### config.mk
export PLATFORM = sky130hd
export DESIGN_NAME = lcd_value_display
export DESIGN_NICKNAME = d
export VERILOG_FILES = /design/src/rtl/lcd_pkg.sv /design/src/rtl/bin2bcd_seq.sv /design/src/rtl/lcd_value_display.sv
export SDC_FILE = /design/constraint.sdc
export NUM_CORES = 1
export LEC_CHECK = 0
export CAP_MARGIN = 0
export CORE_ASPECT_RATIO = 0.9
export CORE_UTILIZATION = 60
export CTS_CLUSTER_SIZE = 20
export DETAILED_ROUTE_END_ITERATION = 8
export DONT_BUFFER_PORTS = 1
export PLACE_DENSITY = 0.76
export RECOVER_POWER = 100
export SYNTH_ARGS = -nofsm -noshare
export SYNTH_HDL_FRONTEND = slang
export SYNTH_SLANG_ARGS = --single-unit
export TNS_END_PERCENT = 5
### constraint.sdc
create_clock -name clock -period 6.89 [get_ports clock]
set_clock_uncertainty 0.15 [all_clocks]
set_input_delay 1.378 -clock clock [delete_from_list [all_inputs] [get_ports clock]]
set_output_delay 1.378 -clock clock [all_outputs]
set_load 0.03 [all_outputs]
### src/rtl/lcd_pkg.sv
// Shared types and constants for the LCD value display controller:
// FSM encoding, the 9-bit {rs, data} transfer word and the digit-to-character mapping.
package lcd_pkg;

   typedef enum logic [3:0] {
      S_IDLE,
      S_LATCH,
      S_CONVERT,
      S_LOAD,
      S_ISSUE,
      S_WAIT_HI,
      S_WAIT_LO,
      S_NEXT,
      S_DONE
   } disp_state_e;

   typedef struct packed {
      logic       rs;
      logic [7:0] data;
   } lcd_xfer_t;

   localparam logic       RS_CMD       = 1'b0;
   localparam logic       RS_DATA      = 1'b1;
   localparam logic [7:0] ASCII_DIGIT0 = 8'h30;
   localparam logic [7:0] ASCII_SPACE  = 8'h20;
   localparam logic [7:0] DDRAM_LINE1  = 8'h80;
   localparam logic [7:0] DDRAM_LINE2  = 8'hC0;

   localparam int         NUM_DIGITS = 10;
   localparam int         BIN_W      = 32;
   localparam int         BCD_W      = 4 * NUM_DIGITS;
   localparam logic [3:0] LAST_IDX   = 4'd10;

   // Character for transfer index 1..10 (most significant digit first). A digit is
   // "leading" while every digit up to and including it is zero; the units digit never is.
   function automatic lcd_xfer_t digit_xfer(input logic [BCD_W-1:0] bcd,
                                            input logic [3:0]       idx,
                                            input logic             blank_lead);
      lcd_xfer_t  x;
      logic       leading;
      logic [3:0] dig;
      leading = 1'b1;
      dig     = 4'd0;
      for (int k = 1; k <= NUM_DIGITS; k++) begin
         if (4'(k) <= idx) begin
            dig = bcd[(NUM_DIGITS-k)*4 +: 4];
            if (dig != 4'd0 || k == NUM_DIGITS) leading = 1'b0;
         end
      end
      x.rs   = RS_DATA;
      x.data = (blank_lead && leading) ? ASCII_SPACE : (ASCII_DIGIT0 + {4'd0, dig});
      return x;
   endfunction

endpackage

### src/rtl/bin2bcd_seq.sv
// Sequential double-dabble converter: loads on start, then performs one add-3/shift
// step per cycle; done is high during the 32nd step so bcd is final on the next cycle.
module bin2bcd_seq
   import lcd_pkg::*;
(
   input  logic             clock,
   input  logic             internal_reset_n,
   input  logic             start,
   input  logic [BIN_W-1:0] bin,
   output logic [BCD_W-1:0] bcd,
   output logic             done
);

   logic [BIN_W-1:0] bin_q, bin_d;
   logic [BCD_W-1:0] bcd_q, bcd_d, adj;
   logic [4:0]       cnt_q, cnt_d;
   logic             act_q, act_d;

   always_comb begin
      adj = bcd_q;
      for (int i = 0; i < NUM_DIGITS; i++) begin
         if (bcd_q[i*4 +: 4] > 4'd4) adj[i*4 +: 4] = bcd_q[i*4 +: 4] + 4'd3;
      end

      bin_d = bin_q;
      bcd_d = bcd_q;
      cnt_d = cnt_q;
      act_d = act_q;
      if (start) begin
         bin_d = bin;
         bcd_d = '0;
         cnt_d = '0;
         act_d = 1'b1;
      end else if (act_q) begin
         {bcd_d, bin_d} = {adj[BCD_W-2:0], bin_q, 1'b0};
         cnt_d          = cnt_q + 5'd1;
         if (cnt_q == 5'd31) act_d = 1'b0;
      end
   end

   always_ff @(posedge clock or negedge internal_reset_n) begin
      if (!internal_reset_n) begin
         bin_q <= '0;
         bcd_q <= '0;
         cnt_q <= '0;
         act_q <= 1'b0;
      end else begin
         bin_q <= bin_d;
         bcd_q <= bcd_d;
         cnt_q <= cnt_d;
         act_q <= act_d;
      end
   end

   assign bcd  = bcd_q;
   assign done = act_q && (cnt_q == 5'd31);

endmodule

### src/rtl/lcd_value_display.sv
// Periodic refresh controller: on each tick snapshots value, converts it to BCD and
// writes a cursor command plus ten right-aligned decimal characters through the lcd core.
module lcd_value_display
   import lcd_pkg::*;
#(
   parameter int unsigned CLK_FREQ   = 100000000,
   parameter int unsigned REFRESH_MS = 250,
   parameter logic [7:0]  POS_CMD    = DDRAM_LINE2,
   parameter bit          BLANK_LEAD = 1'b1
)(
   input  logic       clock,
   input  logic       internal_reset_n,
   input  logic       enable,
   input  logic [31:0] value,
   input  logic       lcd_busy,
   output logic [8:0] lcd_d_in,
   output logic       lcd_data_ready,
   output logic       frame_busy,
   output logic       frame_done
);

   localparam int unsigned      PERIOD   = CLK_FREQ / 1000 * REFRESH_MS;
   localparam int               CNT_W    = (PERIOD > 1) ? $clog2(PERIOD) : 1;
   localparam logic [CNT_W-1:0] CNT_LAST = CNT_W'(PERIOD - 1);

   logic [CNT_W-1:0] tick_cnt_q, tick_cnt_d;
   logic             tick_pend_q, tick_pend_d;
   logic             take_tick;

   disp_state_e      state_q;
   logic [3:0]       idx_q;
   lcd_xfer_t        xfer_q, load_xfer;
   logic             data_ready_q, frame_busy_q, frame_done_q;

   logic             conv_done;
   logic [BCD_W-1:0] bcd;

   // A tick arriving in the same cycle the FSM consumes the pending flag wins, so it is not lost.
   assign take_tick = (state_q == S_IDLE) && tick_pend_q;

   always_comb begin
      tick_cnt_d  = tick_cnt_q;
      tick_pend_d = tick_pend_q && !take_tick;
      if (!enable) begin
         tick_cnt_d  = '0;
         tick_pend_d = 1'b0;
      end else if (tick_cnt_q == CNT_LAST) begin
         tick_cnt_d  = '0;
         tick_pend_d = 1'b1;
      end else begin
         tick_cnt_d  = tick_cnt_q + 1'b1;
      end
   end

   always_ff @(posedge clock or negedge internal_reset_n) begin
      if (!internal_reset_n) begin
         tick_cnt_q  <= '0;
         tick_pend_q <= 1'b0;
      end else begin
         tick_cnt_q  <= tick_cnt_d;
         tick_pend_q <= tick_pend_d;
      end
   end

   bin2bcd_seq u_bin2bcd (
      .clock            (clock),
      .internal_reset_n (internal_reset_n),
      .start            (state_q == S_LATCH),
      .bin              (value),
      .bcd              (bcd),
      .done             (conv_done)
   );

   always_comb begin
      load_xfer = digit_xfer(bcd, idx_q, BLANK_LEAD);
      if (idx_q == 4'd0) begin
         load_xfer.rs   = RS_CMD;
         load_xfer.data = POS_CMD;
      end
   end

   // Handshake with the core: a transfer is requested by a one-cycle data_ready pulse, only
   // when busy_flag is low; it is complete once busy_flag has been seen high and then low
   // again. lcd_d_in is held from LOAD until that completion.
   always_ff @(posedge clock or negedge internal_reset_n) begin
      if (!internal_reset_n) begin
         state_q      <= S_IDLE;
         idx_q        <= '0;
         xfer_q       <= '0;
         data_ready_q <= 1'b0;
         frame_busy_q <= 1'b0;
         frame_done_q <= 1'b0;
      end else begin
         data_ready_q <= 1'b0;
         frame_done_q <= 1'b0;
         case (state_q)
            S_IDLE: begin
               if (tick_pend_q) begin
                  frame_busy_q <= 1'b1;
                  state_q      <= S_LATCH;
               end
            end
            S_LATCH:   state_q <= S_CONVERT;
            S_CONVERT: begin
               if (conv_done) begin
                  idx_q   <= '0;
                  state_q <= S_LOAD;
               end
            end
            S_LOAD: begin
               xfer_q  <= load_xfer;
               state_q <= S_ISSUE;
            end
            S_ISSUE: begin
               if (!lcd_busy) begin
                  data_ready_q <= 1'b1;
                  state_q      <= S_WAIT_HI;
               end
            end
            S_WAIT_HI: if (lcd_busy)  state_q <= S_WAIT_LO;
            S_WAIT_LO: if (!lcd_busy) state_q <= S_NEXT;
            S_NEXT: begin
               if (idx_q == LAST_IDX) begin
                  frame_done_q <= 1'b1;
                  state_q      <= S_DONE;
               end else begin
                  idx_q   <= idx_q + 4'd1;
                  state_q <= S_LOAD;
               end
            end
            S_DONE: begin
               frame_busy_q <= 1'b0;
               state_q      <= S_IDLE;
            end
            default: state_q <= S_IDLE;
         endcase
      end
   end

   assign lcd_d_in       = xfer_q;
   assign lcd_data_ready = data_ready_q;
   assign frame_busy     = frame_busy_q;
   assign frame_done     = frame_done_q;

endmodule

==> metrics.csv, run 1 <==
stage,metric,value,unit
sta,finalWorstPathRequiredPeriod,3.31,ns
route,first_iter_violations,408,
die,std_cell_rows,36,
route,antenna_left,0,
clock_tree,clock_sinks,122,
critical_path,worst-path-max-fanout,12,
sta,report.final.setup_viol,0,
synthesis,synth.mux.area_fraction,8.43,%
die,fp.dieH,102,um
sta,grt_setup_unrepaired,no,
route,num_vias,5108,
placement,dp_hpwl,8670,um
power,share_seq_of_total_power,38.2,%
power,cellLeakagePower,3.20,nW
clock_tree,cts_resized,0,
grt,grt_antenna_before_repair,0,
die,initial_core_util,61.5,%
finish,antenna_cells_inserted,0,
clock_tree,root_buffer,sky130_fd_sc_hd__clkbuf_16,
placement,dp.cells,829,
route,routed_wire_length_per_instance,15.6,um
power,report.power.total,3.25,mW
sta,slew_headroom,23.0,%
synthesis,asyncSetResetFlopFracSynth,100,%
synthesis,post_synth_inst_count,735,
grt,first_global_vias,5063,
clock_tree,cts.clk_slew.worst_paths,0.06,ns
flow_run,max-cap-violations,0,
power,share_comb_of_total_power,35.8,%
synthesis,synth_fa_ha_area_share,3.39,%
clock_tree,post_cts_hold_buffer_count,0,
synthesis,synthesis.area,6650,um^2
hold_path,worstHoldPathType,reg -> reg,
placement,number_of_port_buffers,0,
grt,grt_pass1_wl,23100,um
finish,drive_gt1_share,4.95,%
synthesis,synth_edf_count,0,
die,chipWidth,113,um
critical_path,critical_path.slowest_cell,sky130_fd_sc_hd__nor3_1,
clock_tree,clock_tree_from_tritoncts,done,
synthesis,ys.warnings.count,0,
route,viasPerCell,5.93,
synthesis,post_synth_and_or_nand_nor_area_fraction,17.6,%
power,internal_power,1.98,mW
grt,grt_usage,25.8,%
synthesis,yosysSeqAreaShare,45.9,%
clock_tree,clk_path_buf_depth,2,
die,die-area,11500,um^2
synthesis,synth_compound_area_share,15.2,%
finish,design.final.nets,769,
placement,placed_area,6670,um^2
critical_path,critPathLaunchType,register,
clock_tree,clock_insertion_delay_worst_skew,0.42,ns
grt,grt-ovfl-total,0,
finish,fin_util,66.7,%
synthesis,syn_avg_cell_area,9.05,um^2
sta,maxClockFrequency,0.302,GHz
status,run_status,"finished, final reports clean",
route,first_pass_iters,5,
clock_tree,numCtsBuffers,17,
finish,area_delta_synth_final,8.35,%
critical_path,worst-endpoint-arrival,3.44,ns
critical_path,worstSetupPathType,reg -> reg,
power,powerDensity,451,nW/um^2
route,detail_route.wirelength,13500,um
sta,timing.final.max_slew_violations,0,
synthesis,yosys_register_bits,122,
critical_path,worst-r2r-setup-slack,3.58,ns
sta,worst_slew_pin_slew,1.15,ns
die,placeableCoreArea,10800,um^2
synthesis,synthesis.nets,789,
placement,last_weighted_congestion_value_of_the_routability_driven_placer,0.923,
die,design.portCount,48,
sta,final.period_utilization,48.1,%
power,power.share.switching,39.2,%
critical_path,cp-end-kind,register,
critical_path,worst-path-buf-inv,1,
synthesis,synthDistinctLibCells,56,
power,irDropWorstVdd,0.255,mV
critical_path,crit_path_max_incr_delay,0.69,ns
critical_path,critical_path_cell_list,"inv_1, ha_1, nor3_1, nand4_1, or4_2, a22oi_1, o41ai_1",
sta,timing.setup.tns,0,ns
power,power_share_of_the_clock_group,25.9,%
finish,design_area,7210,um^2
sta,final_hold_violation_count,0,
synthesis,dominant_combinational_cell_family_by_area_after_synthesis,simple AND/OR/NAND/NOR gates,
critical_path,timing.critical_path.max_delay_family,simple AND/OR/NAND/NOR gates,
critical_path,worst-endpoint-required,7.02,ns
clock_tree,post-cts-setup-buffers,0,
synthesis,synthFlopType,sky130_fd_sc_hd__dfrtp_1,
power,power.net_switching,1.27,mW
clock_tree,cts_htree_levels,4,
route,drc,0,
finish,final-instance-count-excl-fill,861,
synthesis,parity_gate_share_of_the_synthesized_area_counting_xor_and_xnor_cells,4.74,%
grt,grt_start_max_net_pins,123,
==> metal layers <==
layer | track usage [%] | routed length, um | vias to the layer above
met2 | 41.0 | 6210 | 134
met4 | 11.9 | 296 | 0
met3 | 7.00 | 692 | 27
li1 | - | - | 2524
met1 | 33.5 | 6260 | 2423
met5 | 0 | 0 | -
==> registers in the layout, indices dropped and copies added (netlist names) <==
register,count
u_bin2bcd.bcd,40
u_bin2bcd.bin_q,32
tick_cnt_q,25
lcd_d_in,7
u_bin2bcd.cnt_q,5
idx_q,4
state_q,4
frame_busy,1
frame_done,1
lcd_data_ready,1
tick_pend_q,1
u_bin2bcd.act_q,1
==> cell usage after synthesis (7+ instances only) <==
library cell	number	area, um^2
sky130_fd_sc_hd__clkbuf_1	29	109
sky130_fd_sc_hd__a21oi_1	47	235
sky130_fd_sc_hd__buf_1	7	26.3
sky130_fd_sc_hd__inv_1	38	143
sky130_fd_sc_hd__nand2b_1	7	43.8
sky130_fd_sc_hd__xnor2_1	18	158
sky130_fd_sc_hd__nor2_1	75	282
sky130_fd_sc_hd__mux2i_1	56	561
sky130_fd_sc_hd__dfrtp_1	122	3050
sky130_fd_sc_hd__ha_1	18	225
sky130_fd_sc_hd__nand2_1	85	319
sky130_fd_sc_hd__and3_1	11	68.8
sky130_fd_sc_hd__xor2_1	18	158
sky130_fd_sc_hd__nor3_1	19	95.1
sky130_fd_sc_hd__nand3_1	28	140
sky130_fd_sc_hd__o21ai_0	74	370
sky130_fd_sc_hd__a211oi_1	11	82.6
==> per-stage QoR <==
stage | hold WS (ns) | setup WS [ns]
global route | 0.406 | 3.33
global placement | 0.351 | 4.37
floorplan | 0.326 | 4.64
detailed placement | 0.363 | 4.20
finish | 0.375 | 3.58
CTS | 0.371 | 4.19
==> cell usage in the layout, fill, tap and decap left out, types with 3 or more instances in the layout <==
cell / instances
sky130_fd_sc_hd__clkinv_2: 3
sky130_fd_sc_hd__or3_1: 3
sky130_fd_sc_hd__xor2_1: 18
sky130_fd_sc_hd__mux2i_1: 56
sky130_fd_sc_hd__nor2_1: 75
sky130_fd_sc_hd__a21oi_1: 47
sky130_fd_sc_hd__nand2_1: 85
sky130_fd_sc_hd__ha_1: 18
sky130_fd_sc_hd__a31oi_1: 5
sky130_fd_sc_hd__clkinvlp_4: 4
sky130_fd_sc_hd__clkbuf_8: 3
sky130_fd_sc_hd__inv_1: 38
sky130_fd_sc_hd__dfrtp_1: 122
sky130_fd_sc_hd__xnor2_1: 18
sky130_fd_sc_hd__o31ai_1: 3
sky130_fd_sc_hd__nor4_1: 3
sky130_fd_sc_hd__nand3_1: 28
sky130_fd_sc_hd__clkbuf_16: 17
sky130_fd_sc_hd__nand2b_1: 7
sky130_fd_sc_hd__nor3b_1: 6
sky130_fd_sc_hd__o32ai_1: 3
sky130_fd_sc_hd__o21ai_0: 74
sky130_fd_sc_hd__a22oi_1: 3
sky130_fd_sc_hd__nand4_1: 6
sky130_fd_sc_hd__and3_1: 11
sky130_fd_sc_hd__nor3_1: 20
sky130_fd_sc_hd__a211oi_1: 11
==> area by class of cell <==
class | instances | area (um^2)
Fill cell | 868 | 3600
Multi-Input combinational cell | 534 | 3260
Sequential cell | 122 | 3050
Clock buffer | 22 | 474
Tap cell | 133 | 166
Inverter | 38 | 143
Clock inverter | 10 | 92.6
Timing Repair Buffer | 2 | 15.0
==> path summary, 6_finish.rpt <==
| path | from | end | cells after the start |
|---|---|---|---|
| hold reg to reg | tick_cnt_q[0] | tick_cnt_q[0] | 1 |
| max in group asynchronous | internal_reset_n | u_bin2bcd.bin_q[7] | 0 |
| min in group asynchronous | internal_reset_n | idx_q[1] | 0 |
| setup / recovery | idx_q[0] | lcd_d_in[1] | 7 |
| setup reg to reg | idx_q[0] | lcd_d_in[1] | 7 |
| hold / removal | tick_cnt_q[0] | tick_cnt_q[0] | 1 |
==> power by group through the flow <==
stage                     clock network, mW  registers (mW)  logic, mW
after CTS                             0.854            1.24       1.18
final                                 0.843            1.24       1.17
after global placement                    0            1.24       1.10
after detailed placement                  0            1.25       1.15
after floorplan                           0            1.13       1.04
after global routing                  0.884            1.28       1.33
==> cell families (layout without fill, tap and decap cells) <==
family,Yosys count,after routing
AOI/OAI and AO/OA,171,171
xor gates and xnor gates,36,36
adders and majority gates,18,18
buffers and inverters,79,72
DFF,122,122
muxes,56,56
and+or+nand+nor,253,253
Note: power is estimated with default switching activity, not from simulation.
==> run 2: changes to the inputs <==
Clock period 6.89 ns to 3.45 ns, I/O delays scaled along.
==> run 2 against run 1 <==
Compared with the run above:
- the run now ends with hold timing, capacitance limit, slew limit left
- register-to-register slack worse by 3.2 ns
- maximum frequency is 9.3% higher
- global-route usage is 0.41 points lower
- final cell count increased by 0.23%
- final area increased by 0.75%
- largest cell class unchanged
- highest routed layer unchanged
==> metrics.csv, run 2 (synthesized netlist as in run 1, its figures left out) <==
stage,metric,value,unit,change
critical_path,worst-endpoint-arrival,3.17,ns,-0.27 ns
critical_path,worstRegToRegCells,7,,unchanged
die,design.portCount,48,,unchanged
finish,design.final.nets,771,,+0.26%
critical_path,worstSetupPathType,reg -> reg,,
die,chipWidth,113,um,unchanged
finish,largest_reg_flops,40,,unchanged
sta,maxClockFrequency,0.330,GHz,+9.3%
sta,finalWorstPathRequiredPeriod,3.03,ns,-0.282 ns
sta,timing.setup.tns,0,ns,unchanged
sta,report.final.setup_viol,0,,unchanged
sta,worst_slew_pin_slew,1.60,ns,+0.446 ns
route,detail_route.wirelength,13400,um,-0.54%
die,std_cell_rows,36,,unchanged
clock_tree,cts.clk_slew.worst_paths,0.06,ns,about the same
power,powerDensity,913,nW/um^2,+100%
placement,pre_cts_slack,0.739,ns,-3.46 ns
status,run_status,"finished, violations left",,
finish,design_area,7260,um^2,+0.75%
grt,grt_pass1_wl,22700,um,-1.7%
clock_tree,clock_insertion_delay_worst_skew,0.43,ns,about the same
route,drc,0,,unchanged
grt,grt_start_max_net_pins,123,,unchanged
sta,slew_headroom,-6.72,%,-30 points
critical_path,timing.critical_path.from,idx_q[0],,
finish,drive_gt1_share,5.34,%,+0.40 points
die,die-area,11500,um^2,unchanged
grt,grt-ovfl-total,0,,unchanged
critical_path,critPathLaunchType,register,,
clock_tree,cts_resized,0,,unchanged
critical_path,critical_path_cell_list,"inv_1, ha_1, nor3_2, nand4_1, or4_2, a22oi_1, o41ai_1",,
sta,timing.final.max_slew_violations,99,,+99
sta,grt_setup_unrepaired,no,,
die,placeableCoreArea,10800,um^2,unchanged
clock_tree,cts_htree_levels,4,,unchanged
route,num_vias,5164,,+1.1%
route,first_pass_iters,5,,unchanged
critical_path,worst-path-max-fanout,12,,unchanged
sta,final.period_utilization,87.8,%,+40 points
critical_path,worst_reg2reg_path_startpoint,idx_q[0],,
clock_tree,clock_tree_from_tritoncts,done,,
grt,grt_usage,25.4,%,-0.41 points
route,viasPerCell,5.98,,+0.86%
critical_path,cp-end-kind,register,,
placement,placed_area,6690,um^2,+0.22%
route,routed_wire_length_per_instance,15.5,um,-0.77%
sta,final_hold_violation_count,122,,+122
flow_run,max-cap-violations,1,,+1
finish,final_cell_mix,"122 x sky130_fd_sc_hd__dfrtp_1, 85 x sky130_fd_sc_hd__nand2_1, 75 x sky130_fd_sc_hd__nor2_1",,
critical_path,crit_path_max_incr_delay,0.55,ns,-0.14 ns
placement,dp_hpwl,8750,um,+0.89%
die,initial_core_util,61.5,%,unchanged
finish,antenna_cells_inserted,0,,unchanged
grt,first_global_vias,4820,,-4.8%
clock_tree,post-cts-setup-buffers,0,,unchanged
clock_tree,numCtsBuffers,17,,unchanged
route,antenna_left,0,,unchanged
power,cellLeakagePower,3.23,nW,+0.95%
route,first_iter_violations,344,,-16%
clock_tree,clk_path_buf_depth,2,,unchanged
clock_tree,clock_sinks,122,,unchanged
hold_path,worstHoldPathType,in -> async,,
critical_path,critical_path.slowest_cell,sky130_fd_sc_hd__or4_2,,
grt,grt_antenna_before_repair,0,,unchanged
sta,finalWorstSetupSlack,0.421,ns,-3.16 ns
finish,layout.cells.most_common,sky130_fd_sc_hd__dfrtp_1,,
critical_path,worst-endpoint-required,3.59,ns,-3.43 ns
placement,last_weighted_congestion_value_of_the_routability_driven_placer,0.918,,-0.58%
status,failed_checks,"hold timing, capacitance limit, slew limit",,
placement,number_of_port_buffers,0,,unchanged
clock_tree,root_buffer,sky130_fd_sc_hd__clkbuf_16,,
finish,area_delta_synth_final,9.16,%,
sta,finalHoldWorstSlack,-0.191,ns,-0.566 ns
power,irDropWorstVdd,0.690,mV,+170%
die,fp.dieH,102,um,unchanged
[run 2: cell count changes in the layout (fill, tap and decap cells not counted)]
cell,change
sky130_fd_sc_hd__clkinv_4,+1
sky130_fd_sc_hd__nor3_2,+1
sky130_fd_sc_hd__clkbuf_2,+2
sky130_fd_sc_hd__bufinv_16,+2
sky130_fd_sc_hd__clkbuf_8,-1
sky130_fd_sc_hd__inv_6,-1
sky130_fd_sc_hd__clkinvlp_4,-1
sky130_fd_sc_hd__nor3_1,-1
[run 2: area by class of cell]
class / instances / area, um^2
Timing Repair Buffer: 4 / 25.0
Sequential cell: 122 / 3050
Tap cell: 133 / 166
Multi-Input combinational cell: 534 / 3270
Fill cell: 882 / 3550
Clock inverter: 11 / 145
Inverter: 38 / 143
Clock buffer: 21 / 460
[run 2: critical path: cells and delay by family, from the launching register on]
family	cells	cell delay (ns)
simple gates	3	1.17
flops	1	0.45
compound gates	2	0.57
fa+ha+maj	1	0.37
buf+inv	1	0.16
[run 2: where the power goes]
part	total [mW]	switching, mW	internal [mW]	leakage, nW
combinational	2.30	1.28	1.02	1.35
sequential	2.51	0.623	1.89	1.60
clock	1.82	0.648	1.17	0.289
total	6.63	2.55	4.08	3.23
[run 2: path summary, 6_finish.rpt]
| path | endpoint | slack, ns |
|---|---|---|
| worst max-delay path | lcd_d_in[1] | 0.42 |
| max in group asynchronous | tick_cnt_q[10] | 3.08 |
| min in group clock | u_bin2bcd.bin_q[21] | 0.23 |
| worst max register to register | lcd_d_in[1] | 0.42 |
| worst min-delay path | idx_q[0] | -0.19 |
| worst min register to register | tick_cnt_q[20] | 0.38 |
[run 2: metal layers]
layer	track usage (%)	vias up	wire length, um
li1	-	2534	-
met1	34.1	2460	6150
met2	39.2	153	6200
met3	6.41	17	818
met4	11.8	0	212
met5	0	-	0
[run 2: metrics by stage]
stage	util, %	total power [mW]	hold slack [ns]	instances
global placement	61.9	4.66	0.247	831
CTS	67.5	6.66	-0.207	863
global route	67.2	7.14	-0.207	863
detailed placement	61.9	4.80	0.249	831
floorplan	-	4.32	0.244	735
finish	67.2	6.63	-0.191	863
==> run 3: changes to the inputs <==
Settings changed: CTS_CLUSTER_SIZE 20 to 12, PLACE_DENSITY 0.76 to 0.73.
==> run 3 against run 2 <==
Compared with the run above:
- the run ends with hold timing left
- final area rose by 0.47%
- core utilization is 0.31 points higher
- register-to-register slack gained 0.15 ns
- combinational power barely moved
- clock-buffer cell count increased by 2
- die area did not move
==> metrics.csv, run 3 (synthesized netlist as in run 1, its figures left out) <==
stage,metric,value,unit,change
die,placeableCoreArea,10800,um^2,unchanged
route,first_iter_violations,346,,+0.58%
route,viasPerCell,6.00,,+0.23%
sta,timing.final.max_slew_violations,0,,-100%
status,failed_checks,hold timing,,
placement,last_weighted_congestion_value_of_the_routability_driven_placer,0.869,,-5.3%
finish,layout.cells.most_common,sky130_fd_sc_hd__dfrtp_1,,
critical_path,crit_path_max_incr_delay,0.46,ns,-0.09 ns
flow_run,max-cap-violations,0,,-1
grt,grt_antenna_before_repair,0,,unchanged
placement,pre_cts_slack,0.764,ns,+0.0241 ns
critical_path,timing.critical_path.max_delay_family,simple AND/OR/NAND/NOR gates,,
finish,final_cell_mix,"122 x sky130_fd_sc_hd__dfrtp_1, 85 x sky130_fd_sc_hd__nand2_1, 75 x sky130_fd_sc_hd__nor2_1",,
critical_path,worst-r2r-setup-slack,0.57,ns,+0.15 ns
sta,final_hold_violation_count,122,,unchanged
sta,finalHoldWorstSlack,-0.185,ns,+0.00609 ns
grt,grt-ovfl-total,0,,unchanged
die,die-area,11500,um^2,unchanged
sta,grt_setup_unrepaired,no,,
finish,largest_reg_flops,40,,unchanged
clock_tree,clock_insertion_delay_worst_skew,0.42,ns,about the same
finish,drive_gt1_share,5.22,%,-0.12 points
sta,slew_headroom,20.5,%,+27 points
sta,timing.setup.tns,0,ns,unchanged
grt,grt_usage,25.8,%,+0.40 points
grt,grt_start_max_net_pins,123,,unchanged
sta,finalWorstPathRequiredPeriod,2.88,ns,-0.150 ns
clock_tree,clk_path_buf_depth,2,,unchanged
hold_path,worstHoldPathType,in -> async,,
critical_path,worst-path-max-fanout,12,,unchanged
die,std_cell_rows,36,,unchanged
placement,dp_hpwl,8880,um,+1.5%
route,first_pass_iters,5,,unchanged
clock_tree,cts.clk_slew.worst_paths,0.06,ns,about the same
die,chipWidth,113,um,unchanged
sta,report.final.setup_viol,0,,unchanged
clock_tree,numCtsBuffers,17,,unchanged
die,initial_core_util,61.5,%,unchanged
route,detail_route.wirelength,13800,um,+2.8%
power,powerDensity,919,nW/um^2,+0.67%
clock_tree,root_buffer,sky130_fd_sc_hd__clkbuf_16,,
grt,grt_pass1_wl,23100,um,+1.5%
sta,maxClockFrequency,0.347,GHz,+5.2%
clock_tree,post-cts-setup-buffers,0,,unchanged
critical_path,critical_path_cell_list,"inv_1, ha_1, nor3_2, nand4_1, or4_4, a22oi_1, o41ai_1",,
critical_path,critPathLaunchType,register,,
sta,final.period_utilization,83.4,%,-4.4 points
placement,number_of_port_buffers,0,,unchanged
route,antenna_left,0,,unchanged
sta,finalWorstSetupSlack,0.571,ns,+0.150 ns
die,design.portCount,48,,unchanged
clock_tree,cts_resized,0,,unchanged
power,irDropWorstVdd,0.462,mV,-33%
die,fp.dieH,102,um,unchanged
sta,worst_slew_pin_slew,1.19,ns,-0.408 ns
power,cellLeakagePower,3.25,nW,+0.37%
critical_path,worst-endpoint-required,3.59,ns,about the same
finish,area_delta_synth_final,9.67,%,
critical_path,worst-path-buf-inv,1,,unchanged
status,run_status,"finished, violations left",,
route,num_vias,5164,,unchanged
grt,first_global_vias,4863,,+0.89%
critical_path,cp-end-kind,register,,
placement,placed_area,6690,um^2,about the same
clock_tree,clock_tree_from_tritoncts,done,,
critical_path,worstSetupPathType,reg -> reg,,
clock_tree,clock_sinks,122,,unchanged
finish,design_area,7300,um^2,+0.47%
finish,num-fill-cells,868,,-1.6%
clock_tree,cts_htree_levels,4,,unchanged
route,routed_wire_length_per_instance,16.0,um,+3.1%
finish,design.final.nets,769,,-0.26%
critical_path,worst-endpoint-arrival,3.02,ns,-0.15 ns
critical_path,critical_path.slowest_cell,sky130_fd_sc_hd__nor3_2,,
route,drc,0,,unchanged
finish,antenna_cells_inserted,0,,unchanged
## run 3: layout make-up
cell class | instances | area (um^2) | area share, %
Multi-Input combinational cell | 534 | 3270 | 44.8
Sequential cell | 122 | 3050 | 41.8
Clock buffer | 23 | 498 | 6.83
Tap cell | 133 | 166 | 2.28
Inverter | 38 | 143 | 1.96
Clock inverter | 9 | 136 | 1.87
Timing Repair Buffer | 2 | 27.5 | 0.377
## run 3: worst paths after layout
kind	from	endpoint	depth (start not counted)
min in group clock	value[5]	u_bin2bcd.bin_q[5]	2
worst max register to register	idx_q[0]	lcd_d_in[1]	7
worst min register to register	tick_cnt_q[0]	tick_cnt_q[0]	1
worst max-delay path	idx_q[0]	lcd_d_in[1]	7
max in group asynchronous	internal_reset_n	u_bin2bcd.bin_q[10]	0
worst min-delay path	internal_reset_n	u_bin2bcd.bcd[29]	0
## run 3: per-stage QoR
step	utilization, %	hold WS [ns]	total power [mW]	cells
floorplan	-	0.244	4.32	735
global placement	61.8	0.247	4.68	829
detailed placement	61.8	0.247	4.82	829
CTS	67.7	-0.204	6.74	861
global route	67.5	-0.207	7.21	861
finish	67.5	-0.185	6.71	861
## run 3: worst reg2reg max path, stage by stage, from the launching register on
cell and delay (ns):
sky130_fd_sc_hd__dfrtp_1 0.43, sky130_fd_sc_hd__inv_1 0.17, sky130_fd_sc_hd__ha_1 0.38, sky130_fd_sc_hd__nor3_2 0.46, sky130_fd_sc_hd__nand4_1 0.19, sky130_fd_sc_hd__or4_4 0.43, sky130_fd_sc_hd__a22oi_1 0.41, sky130_fd_sc_hd__o41ai_1 0.14
## run 3: routing by layer
metal | global-route usage (%) | vias to the layer above | share of wire (%)
met2 | 41.4 | 134 | 47
met3 | 7.65 | 21 | 5.5
met4 | 8.10 | 0 | 1.2
met5 | 0 | - | 0
met1 | 34.2 | 2487 | 46
li1 | - | 2522 | -
## run 3: power breakdown
group	switching (mW)	internal [mW]
sequential	0.633	1.88
combinational	1.29	1.02
clock	0.642	1.23
